[src/rtl/tmu2_colsched_if.sv]
// Descriptor-in / column-job-out bundle for the TMU2 column scheduler.
// The scheduler uses the slave view; the square fetch / interpolator side uses master.
interface tmu2_colsched_if #(
  parameter int CWIDTH = 11
);
  logic                    pipe_stb_i;
  logic                    pipe_ack_o;
  logic signed [11:0]      sq_x;
  logic signed [11:0]      sq_y;
  logic [CWIDTH-1:0]       sq_w;
  logic                    sq_last;
  logic                    pipe_stb_o;
  logic                    pipe_ack_i;
  logic signed [11:0]      drx;
  logic signed [11:0]      dry;
  logic                    col_first;
  logic                    col_last;
  logic                    ds_busy;

  modport slave (
    input  pipe_stb_i, sq_x, sq_y, sq_w, sq_last, pipe_ack_i, ds_busy,
    output pipe_ack_o, pipe_stb_o, drx, dry, col_first, col_last
  );

  modport master (
    output pipe_stb_i, sq_x, sq_y, sq_w, sq_last, pipe_ack_i, ds_busy,
    input  pipe_ack_o, pipe_stb_o, drx, dry, col_first, col_last
  );
endinterface

[src/rtl/tmu2_colsched.sv]
// Column scheduler: turns one square descriptor into one job per destination
// column, then waits for the vertical interpolator to drain at frame end.
//
// state  | meaning
// IDLE   | ready for a descriptor (pipe_ack_o high)
// ISSUE  | column job valid, waiting for pipe_ack_i
// GUARD  | one cycle to let downstream ds_busy rise after the final job
// DRAIN  | waiting for ds_busy low, then pulse done
module tmu2_colsched #(
  parameter int CWIDTH = 11
) (
  input  logic            sys_clk,
  input  logic            sys_rst_n,
  input  logic            abort,
  output logic            busy,
  output logic            done,
  tmu2_colsched_if.slave  bus
);

  typedef enum logic [1:0] {
    S_IDLE  = 2'd0,
    S_ISSUE = 2'd1,
    S_GUARD = 2'd2,
    S_DRAIN = 2'd3
  } state_e;

  state_e              state_q, state_d;
  logic signed [11:0]  drx_q, drx_d;
  logic signed [11:0]  dry_q, dry_d;
  logic [CWIDTH-1:0]   rem_q, rem_d;
  logic [CWIDTH-1:0]   first_q, first_d;
  logic                last_sq_q, last_sq_d;

  always_ff @(posedge sys_clk) begin
    if (!sys_rst_n) begin
      state_q   <= S_IDLE;
      drx_q     <= '0;
      dry_q     <= '0;
      rem_q     <= '0;
      first_q   <= '0;
      last_sq_q <= 1'b0;
    end else begin
      state_q   <= state_d;
      drx_q     <= drx_d;
      dry_q     <= dry_d;
      rem_q     <= rem_d;
      first_q   <= first_d;
      last_sq_q <= last_sq_d;
    end
  end

  always_comb begin
    state_d   = state_q;
    drx_d     = drx_q;
    dry_d     = dry_q;
    rem_d     = rem_q;
    first_d   = first_q;
    last_sq_d = last_sq_q;
    done      = 1'b0;

    // abort freezes the datapath and only redirects the state
    if (abort) begin
      state_d = S_IDLE;
    end else begin
      case (state_q)
        S_IDLE: begin
          if (bus.pipe_stb_i) begin
            drx_d     = bus.sq_x;
            dry_d     = bus.sq_y;
            rem_d     = bus.sq_w - CWIDTH'(1);
            first_d   = bus.sq_w - CWIDTH'(1);
            last_sq_d = bus.sq_last;
            if (bus.sq_w != '0)   state_d = S_ISSUE;
            else if (bus.sq_last) state_d = S_GUARD;
          end
        end
        S_ISSUE: begin
          if (bus.pipe_ack_i) begin
            if (rem_q == '0) begin
              state_d = last_sq_q ? S_GUARD : S_IDLE;
            end else begin
              drx_d = drx_q + 12'sd1;
              rem_d = rem_q - CWIDTH'(1);
            end
          end
        end
        S_GUARD: state_d = S_DRAIN;
        S_DRAIN: begin
          if (!bus.ds_busy) begin
            done    = 1'b1;
            state_d = S_IDLE;
          end
        end
        default: state_d = S_IDLE;
      endcase
    end
  end

  assign busy           = (state_q != S_IDLE);
  assign bus.pipe_ack_o = (state_q == S_IDLE) && !abort;
  assign bus.pipe_stb_o = (state_q == S_ISSUE);
  assign bus.drx        = drx_q;
  assign bus.dry        = dry_q;
  assign bus.col_first  = (state_q == S_ISSUE) && (rem_q == first_q);
  assign bus.col_last   = (state_q == S_ISSUE) && (rem_q == '0);

endmodule

[src/flat_wrapper.sv]
// flat-port wrapper written by rule: the top's interface ports become plain ports
module tmu2_colsched_flat 
#(
  parameter int CWIDTH = 11
)
  (sys_clk, sys_rst_n, abort, busy, done, bus_pipe_stb_i, bus_sq_x, bus_sq_y, bus_sq_w, bus_sq_last, bus_pipe_ack_i, bus_ds_busy, bus_pipe_ack_o, bus_pipe_stb_o, bus_drx, bus_dry, bus_col_first, bus_col_last);
  tmu2_colsched_if #(.CWIDTH(CWIDTH)) bus_i ();
  input  logic sys_clk;
  input  logic sys_rst_n;
  input  logic abort;
  output logic busy;
  output logic done;
  input wire logic [$bits(bus_i.pipe_stb_i)-1:0] bus_pipe_stb_i;
  input wire logic [$bits(bus_i.sq_x)-1:0] bus_sq_x;
  input wire logic [$bits(bus_i.sq_y)-1:0] bus_sq_y;
  input wire logic [$bits(bus_i.sq_w)-1:0] bus_sq_w;
  input wire logic [$bits(bus_i.sq_last)-1:0] bus_sq_last;
  input wire logic [$bits(bus_i.pipe_ack_i)-1:0] bus_pipe_ack_i;
  input wire logic [$bits(bus_i.ds_busy)-1:0] bus_ds_busy;
  output wire logic [$bits(bus_i.pipe_ack_o)-1:0] bus_pipe_ack_o;
  output wire logic [$bits(bus_i.pipe_stb_o)-1:0] bus_pipe_stb_o;
  output wire logic [$bits(bus_i.drx)-1:0] bus_drx;
  output wire logic [$bits(bus_i.dry)-1:0] bus_dry;
  output wire logic [$bits(bus_i.col_first)-1:0] bus_col_first;
  output wire logic [$bits(bus_i.col_last)-1:0] bus_col_last;
  assign bus_i.pipe_stb_i = bus_pipe_stb_i;
  assign bus_i.sq_x = bus_sq_x;
  assign bus_i.sq_y = bus_sq_y;
  assign bus_i.sq_w = bus_sq_w;
  assign bus_i.sq_last = bus_sq_last;
  assign bus_i.pipe_ack_i = bus_pipe_ack_i;
  assign bus_i.ds_busy = bus_ds_busy;
  assign bus_pipe_ack_o = bus_i.pipe_ack_o;
  assign bus_pipe_stb_o = bus_i.pipe_stb_o;
  assign bus_drx = bus_i.drx;
  assign bus_dry = bus_i.dry;
  assign bus_col_first = bus_i.col_first;
  assign bus_col_last = bus_i.col_last;
  tmu2_colsched #(.CWIDTH(CWIDTH)) u_core (.sys_clk(sys_clk), .sys_rst_n(sys_rst_n), .abort(abort), .busy(busy), .done(done), .bus(bus_i));
endmodule
[config.mk]
export PLATFORM = sky130hd
export DESIGN_NAME = tmu2_colsched_flat
export DESIGN_NICKNAME = d
export VERILOG_FILES = /design/src/rtl/tmu2_colsched_if.sv /design/src/rtl/tmu2_colsched.sv /design/src/flat_wrapper.sv
export SDC_FILE = /design/constraint.sdc
export NUM_CORES = 1
export LEC_CHECK = 0
export CAP_MARGIN = 20
export CORE_MARGIN = 3
export CORE_UTILIZATION = 45
export CTS_BUF_LIST = sky130_fd_sc_hd__clkbuf_2
export DETAILED_ROUTE_END_ITERATION = 8
export GPL_ROUTABILITY_DRIVEN = 0
export PLACE_DENSITY = 0.78
export SYNTH_ARGS = -nofsm -noshare
export SYNTH_HDL_FRONTEND = slang
export SYNTH_SLANG_ARGS = --single-unit
[constraint.sdc]
create_clock -name sys_clk -period 2 [get_ports sys_clk]
set_input_delay 0.3 -clock sys_clk [delete_from_list [all_inputs] [get_ports sys_clk]]
set_output_delay 0.3 -clock sys_clk [all_outputs]
set_load 0.1 [all_outputs]
==> After elaboration in Yosys (flattened, before gate mapping) <==
Index checks and enable logic that the tools add are counted.
{ "totals": {"ff_bits": 49, "output_inout_bits": 30} }
{ "op_classes": {"addsub": 3, "eq_ne": 10, "muxes": 19, "n_bitwise": 2, "reduce_logical": 13} }
{ "ops": {"columns": ["op", "n"], "rows": [
  ["2-to-1 mux 12 bit", 3],
  ["2-to-1 mux 11 bit", 3],
  ["case mux 12 bit (2 select lines)", 1],
  ["case mux 11 bit (2 select lines)", 1],
  ["subtractor 11 x 1 -> 11 bit, second input constant", 2],
  ["2-to-1 mux 2 bit", 7],
  ["adder 12 x 2 -> 12 bit, second input constant", 1],
  ["== test 11 bit", 1],
  ["logical NOT 11 bit", 1],
  ["nonzero test 11 bit", 1],
  ["AND reduction 5 bit", 2],
  ["inequality test 2 bit, second input constant", 4],
  ["case mux 2 bit (4 select lines)", 1],
  ["== test 2 bit, second input constant", 2],
  ["nonzero test 2 bit", 2],
  ["logical AND 1 bit", 3],
  ["2-to-1 mux 1 bit", 3],
  ["inequality test 3 x 2 -> 1 bit, second input constant", 1],
  ["AND reduction 3 bit", 1],
  ["== test 2 x 1 -> 1 bit, second input constant", 1],
  ["logical NOT 2 bit", 1],
  ["inequality test 2 x 1 -> 1 bit, second input constant", 1],
  ["NOT 1 bit", 2],
  ["OR reduction 2 bit", 1],
  ["logical NOT 1 bit", 1]
]} }

==> Logic depth before layout (Yosys ltp) <==
Gate-level depths: netlist (run 1).
{ "depth": {"ltp_word": 4, "ltp_mapped": 8, "mapped_depth_nobuf": 7} }

==> Least setup slack after synthesis (run 1) <==
No wires, ideal clock.
{ "synth_path": {"kind": "register to output", "startpoint": "register u_core.rem_q[4]", "endpoint": "output port bus_col_last", "arrival_time_ns": 4.405, "required_ns": 1.700, "setup_slack_ns": -2.705, "path_stages_with_launch": 4, "path_cell_list": "dfxtp_1 -> or4_4 -> nor4_1 -> nor4b_1"} }
{ "synth_between": {"elab_chain_len": 2} }
{ "synth_rtl": {"columns": ["item", "line_no", "rtl"], "rows": [
  ["from (decl)", "tmu2_colsched.sv:30", "logic [CWIDTH-1:0] rem_q, rem_d;"],
  ["from (signal assigned)", "tmu2_colsched.sv:46", "rem_q <= rem_d;"],
  ["logical NOT 11 bit", "tmu2_colsched.sv:105", "assign bus.col_last = (state_q == S_ISSUE) && (rem_q == '0);"],
  ["logical AND 1 bit", "tmu2_colsched.sv:105", null],
  ["to (decl)", "flat_wrapper.sv:25", "output wire logic [$bits(bus_i.col_last)-1:0] bus_col_last;"]
]} }
No other way between the ends.

==> Final worst setup path (run 1) <==
{ "layout_path": {"startpoint": "register u_core.rem_q[7]", "endpoint": "output port bus_col_last"} }
Same word-level chain as after synthesis.

==> results_dict.tcl, run 1 <==
set metrics [dict create \
    syn-num-nets 399 \
    syn_area_per_cell_um2 7.74 \
    hold_start "bus_sq_y[6]" \
    crit_required_ns 1.70 \
    drtIter0Drc 305 \
    syn_to_final_growth_pct 52.3 \
    grt.total_usage_pct 24.6 \
    die_area_um2 7040 \
    via_count 3144 \
    cpPeakStageDelay_ns 0.56 \
    drv_cap 0 \
    setup_tns_ns -0.708 \
    antenna_cells 0 \
    cts_tree "yes" \
    stdcell_area_um2 4160 \
    grt_pass1_vias 2974 \
    min_path_type "input port to flop" \
    worstPathArrival_ns 2.07 \
    path_class "flop to output pin" \
    fin_worst_skew_ns 0.0252 \
    die_height_um 83.9 \
    initial_utilization_pct 48.1 \
    fmax_ghz 0.421 \
    cp_num_buf_inv 1 \
    htreeDepth 2 \
    path_clk_slew_ns 0.24 \
    drtPass1Iterations 6 \
    cts_buffer_depth 2 \
    nFillCells 418 \
    yosys_warnings 0 \
    core_area_um2 5680 \
    drt.antenna.violating_nets 0 \
    wirelength_mm 8.92 \
    synth_async_sr_flop_share_pct 0 \
    critPathTopFamily "simple AND/OR/NAND/NOR gates" \
    fin_crit_sh_pct 119 \
    ys_seq_area_share_pct 35.9 \
    nNetsFinal 509 \
    io_buffer_count 71 \
    synth_cells 353 \
    grt_pass1_wl_mm 14.4 \
    drive_above_1_share_pct 31.3 \
    crit_chain "or4_4 -> nor4_4 -> nor4b_4 -> buf_12" \
    final-setup-viol-count 12 \
    setup_ws_ns -0.373 \
    route.detailed.drc 0 \
    grt_start_max_net_pins 34 \
    yosysUniqueCellTypes 57 \
    cts_root_buf "clkbuf_2" \
    cp_max_fo 2 \
    ys_seq_elements 49 \
    hpwl_mm 5.89 \
    synth_flop_cell "dfxtp_1" \
    status "complete, but fails checks" \
    final_common_cell "buf_4" \
    violations "setup timing" \
    tightest_slew_ns 0.335 \
    clock_latency_ns 0.43 \
    hold_violations 0 \
    power_w 0.00269 \
    place_area_um2 3830 \
    cp-startpoint "u_core.rem_q[7]" \
    end_kind "output pin" \
    synth_area_um2 2730 \
    cts_buffers 5 \
    num_io_pins 72 \
    worst_setup_path_start_kind "flop" \
    p_leak_nw 1.62 \
    num_rows 27 \
    viasPerCell 5.88 \
    antenna_found_initial 0 \
    slew_headroom_pct 77.5 \
    p_per_area_nw_per_um2 646 \
    min_period_ns 2.37 \
    cts.sinks 49 \
    r2r-start "u_core.rem_q[7]" \
    critPathSlowestCell "or4_4" \
    finalMaxSlewViolations 0 \
    vdd_ir_drop_max_mv 0.502 \
    die_x_um 83.9 \
    synth_edf_count 0 \
    wl_per_cell_um 16.7 \
    mostFrequentLayoutCells "buf_4 (65), nand2_1 (53), clkdlybuf4s50_1 (41), a21oi_1 (33), dfxtp_1 (31)" \
    gr-total-overflow 0 \
    grt_setup_unrepaired "yes" \
]
-- worst register-to-register path: stages (launching register included) --
cell     delay (ns)
dfxtp_2        0.37
or4_4          0.56
buf_4          0.17
nor4_4         0.23
buf_4          0.19
a21oi_4        0.09
buf_6          0.16
and2_1         0.13
o32ai_1        0.11
-- final timing paths --
path                                     endpoint  slack (ns)  depth (start not counted)
worst max-delay path                 bus_col_last       -0.37                          4
worst min-delay path            u_core.bus.dry[6]        0.39                          3
worst max register to register  u_core.bus.drx[9]       -0.06                          8
worst min register to register  u_core.bus.dry[3]        0.47                          2
-- per-stage QoR --
stage | util [%] | cells | hold slack (ns) | setup slack [ns]
floorplan | - | 353 | 0.396 | -0.680
global placement | 67.6 | 518 | 0.442 | -0.0987
detailed placement | 67.6 | 518 | 0.450 | -0.190
CTS | 72.4 | 538 | 0.365 | -0.369
global route | 73.3 | 535 | 0.375 | -0.454
finish | 73.3 | 535 | 0.389 | -0.373
-- per-layer routing --
| layer | share of wire, % | vias to the layer above | wire length (um) | GRT usage, % |
|---|---|---|---|---|
| met5 | 0 | - | 0 | 0 |
| met4 | 2.1 | 0 | 183 | 5.99 |
| met3 | 8.0 | 25 | 715 | 4.84 |
| met2 | 50 | 163 | 4430 | 43.9 |
| met1 | 40 | 1474 | 3590 | 30.2 |
| li1 | - | 1482 | - | - |
-- synthesized netlist by cell type, types with 6 or more instances --
library cell,number,area share [%]
buf_2,6,1.1
inv_1,6,0.82
a211oi_1,11,3.0
dfxtp_1,49,36
o21ai_0,24,4.4
clkbuf_1,10,1.4
nor3_1,9,1.6
nor2_1,31,4.3
nor4_1,6,1.4
nand3_1,12,2.2
nand2_1,53,7.3
a21oi_1,35,6.4
nand4_1,8,1.8
xnor2_1,16,5.1
-- kinds of logic (layout without fill, tap and decap cells) --
group	count (synthesis)	after routing	synth area share, %
AOI/OAI and AO/OA	97	97	22.2
xor gates and xnor gates	20	20	6.41
adders and majority gates	4	4	1.83
buffers and inverters	29	139	5.22
DFF	49	49	35.9
muxes	2	2	0.733
and+or+nand+nor	152	152	27.7
-- registers in the layout (all words and copies together) (netlist names) --
register,flops
u_core.bus.drx,12
u_core.rem_q,11
u_core.last_sq_q,1
u_core.state_q,2
u_core.bus.dry,12
u_core.first_q,11
-- area by class of cell --
class,count,area [um^2],share of cell area (%)
inverters,7,38.8,0.932
multi-input cells,275,1770,42.5
clock buffers,5,25.0,0.601
repair buffers,124,1190,28.6
flip-flops and latches,49,1010,24.2
well taps,72,90.1,2.16
clock inverters,2,35.0,0.842
repair inverters,1,8.76,0.210
-- what timing repair did --
action | CTS | global route
setup endpoints to repair | 11 | 24
pin swaps | 10 | 11
hold buffers | 0 | 0
gates cloned | 2 | 1
gates resized for setup | 30 | 23
setup buffers | 12 | 1
-- where the power goes --
part | leakage (nW) | internal, W | switching [W]
clock | 0.0388 | 0.000203 | 0.000322
combinational | 1.17 | 0.000449 | 0.000607
sequential | 0.410 | 0.00104 | 0.0000620
Note: power is estimated with default switching activity, not from simulation.
==> run 2, diff against run 1 <==
- CORE_UTILIZATION: 45 -> 44
- CTS_BUF_LIST: sky130_fd_sc_hd__clkbuf_2 -> default
- CTS_CLUSTER_DIAMETER: default -> 100
- PLACE_DENSITY: 0.78 -> 0.76
==> run 2 against run 1 <==
Against the previous run:
- via count rose by 2.9%
- total power up 9.7%
- combinational power increased by 5%
- clock power grew 40%
- maximum frequency increased by 6.0%
- global-route usage down 1.3 points
- sequential cell count stayed put
- clock skew down 0.021 ns
- critical path type unchanged
- hold slack better by 0.068 ns
- clock-buffer cell count unchanged
- highest routed layer unchanged
- the run still ends with setup timing left
- non-clock buffer count grew 4
- register-to-register slack lost 0.18 ns
==> results_dict.tcl, run 2 (synthesized netlist as in run 1, its figures left out) <==
set metrics [dict create \
    p_per_area_nw_per_um2 692 \
    htreeDepth 2 \
    viasPerCell 5.96 \
    multi_input_area_um2 1780 \
    die_x_um 84.8 \
    mostFrequentLayoutCells "buf_4 (70), nand2_1 (53), clkdlybuf4s50_1 (41), dfxtp_1 (37), a21oi_1 (32)" \
    via_count 3235 \
    whs_ns 0.457 \
    wirelength_mm 9.40 \
    fin_crit_sh_pct 112 \
    cts_root_buf "clkbuf_8" \
    p_int_w 0.00189 \
    hold_violations 0 \
    seqCellArea_um2 998 \
    tightest_slew_ns 0.390 \
    min_path_type "flop to flop" \
    initial_utilization_pct 45.9 \
    grt_start_max_net_pins 25 \
    grt.total_usage_pct 23.3 \
    cts_tree "yes" \
    setup_ws_ns -0.239 \
    sw_frac_of_total_pct 36.1 \
    worst_setup_path_start_kind "flop" \
    grt_setup_unrepaired "yes" \
    vdd_ir_drop_max_mv 0.487 \
    core_area_um2 5960 \
    clock_latency_ns 0.31 \
    syn_to_final_growth_pct 56.0 \
    drv_cap 0 \
    num_io_pins 72 \
    path_class "flop to output pin" \
    io_buffer_count 71 \
    drtIter0Drc 343 \
    worstPathArrival_ns 1.94 \
    cts.sinks 49 \
    min_period_ns 2.24 \
    final-setup-viol-count 26 \
    cts_buffers 5 \
    drt.antenna.violating_nets 0 \
    gr-total-overflow 0 \
    finalMaxSlewViolations 0 \
    cp_max_fo 2 \
    p_switching_w 0.00106 \
    antenna_cells 0 \
    grt_pass1_vias 2919 \
    path_clk_slew_ns 0.09 \
    stdcell_count 543 \
    p_comb_share_pct 37.8 \
    placed_cells 517 \
    setup_tns_ns -4.24 \
    fin_worst_skew_ns 0.00419 \
    fin_util_pct 71.6 \
    drtPass1Iterations 5 \
    cts_buffer_depth 2 \
    fmax_ghz 0.447 \
    wl_per_cell_um 17.3 \
    p_leak_nw 1.65 \
    crit_required_ns 1.70 \
    hpwl_mm 5.78 \
    nFillCells 451 \
    status "complete, but fails checks" \
    final_common_cell "buf_4" \
    nNetsFinal 513 \
    drive_above_1_share_pct 30.6 \
    grt_pass1_wl_mm 13.9 \
    die_area_um2 7190 \
    slew_headroom_pct 73.8 \
    end_kind "output pin" \
    route.detailed.drc 0 \
    violations "setup timing" \
    pwr-share-clk_pct 24.9 \
    num_rows 28 \
    die_height_um 84.8 \
    antenna_found_initial 0 \
    power_w 0.00295 \
    p_seq_share_pct 37.3 \
]
run 2: changes by cell type in the layout (fill, tap and decap cells not counted), moves of 4 or more:
cell | previous run | this run
o21ai_1 | 4 | 9
o21ai_0 | 22 | 15
buf_6 | 8 | 4
clkbuf_8 | 0 | 5
xnor2_2 | 4 | 0
xnor2_1 | 12 | 16
clkbuf_2 | 5 | 0
buf_4 | 65 | 70
dfxtp_1 | 31 | 37
dfxtp_2 | 16 | 11
run 2: area by class of cell:
cell class	count	area share (%)
clock buffers	5	1.61
clock inverters	3	1.09
inverters	7	0.734
multi-input cells	276	41.7
flip-flops and latches	49	23.4
well taps	75	2.20
repair buffers	128	29.2
run 2: path summary, 6_finish.rpt:
check	startpoint	end	slack, ns	cells past startpoint
max	u_core.rem_q[6]	bus_col_last	-0.24	4
min	u_core.bus.dry[11]	u_core.bus.dry[11]	0.46	2
max reg2reg	u_core.rem_q[6]	u_core.bus.drx[6]	-0.24	8
min reg2reg	u_core.bus.dry[11]	u_core.bus.dry[11]	0.46	2
run 2: timing repair:
item,CTS,global route
pin swaps,5,21
setup buffers,8,6
endpoints found under the hold margin,0,0
hold buffers,0,0
resized for setup,10,36
endpoints found under the setup margin,11,30
gates cloned,0,4
run 2: critical path, stage by stage (launching register included):
cell,delay (ns)
dfxtp_2,0.33
or4_4,0.55
nor4_4,0.19
nor4b_4,0.34
buf_12,0.22
run 2: power by group through the flow:
stage	clock, W	sequential [W]	combinational (W)
floorplan	0	0.00132	0.000389
global placement	0	0.00112	0.000908
detailed placement	0	0.00112	0.000923
CTS	0.000735	0.00110	0.000984
global route	0.000770	0.00111	0.00117
finish	0.000733	0.00110	0.00111
run 2: routing by layer:
layer	wire length, um	track usage [%]	vias to the layer above
met5	0	0	-
met4	422	8.49	0
met1	3820	30.1	1521
li1	-	-	1493
met2	4400	38.2	184
met3	763	5.20	37
run 2: per-stage QoR:
stage                     setup slack (ns)  instance area (um^2)
after detailed placement            -0.142                  3810
final                               -0.239                  4260
after CTS                           -0.199                  4030
after global routing                -0.278                  4260
after global placement             -0.0659                  3810
after floorplan                     -0.680                  2830
==> run 3, diff against run 2 <==
- CTS_CLUSTER_SIZE: default -> 40
==> results of run 3 <==
The final DEF is identical to that of run 2; final timing and power are the same.
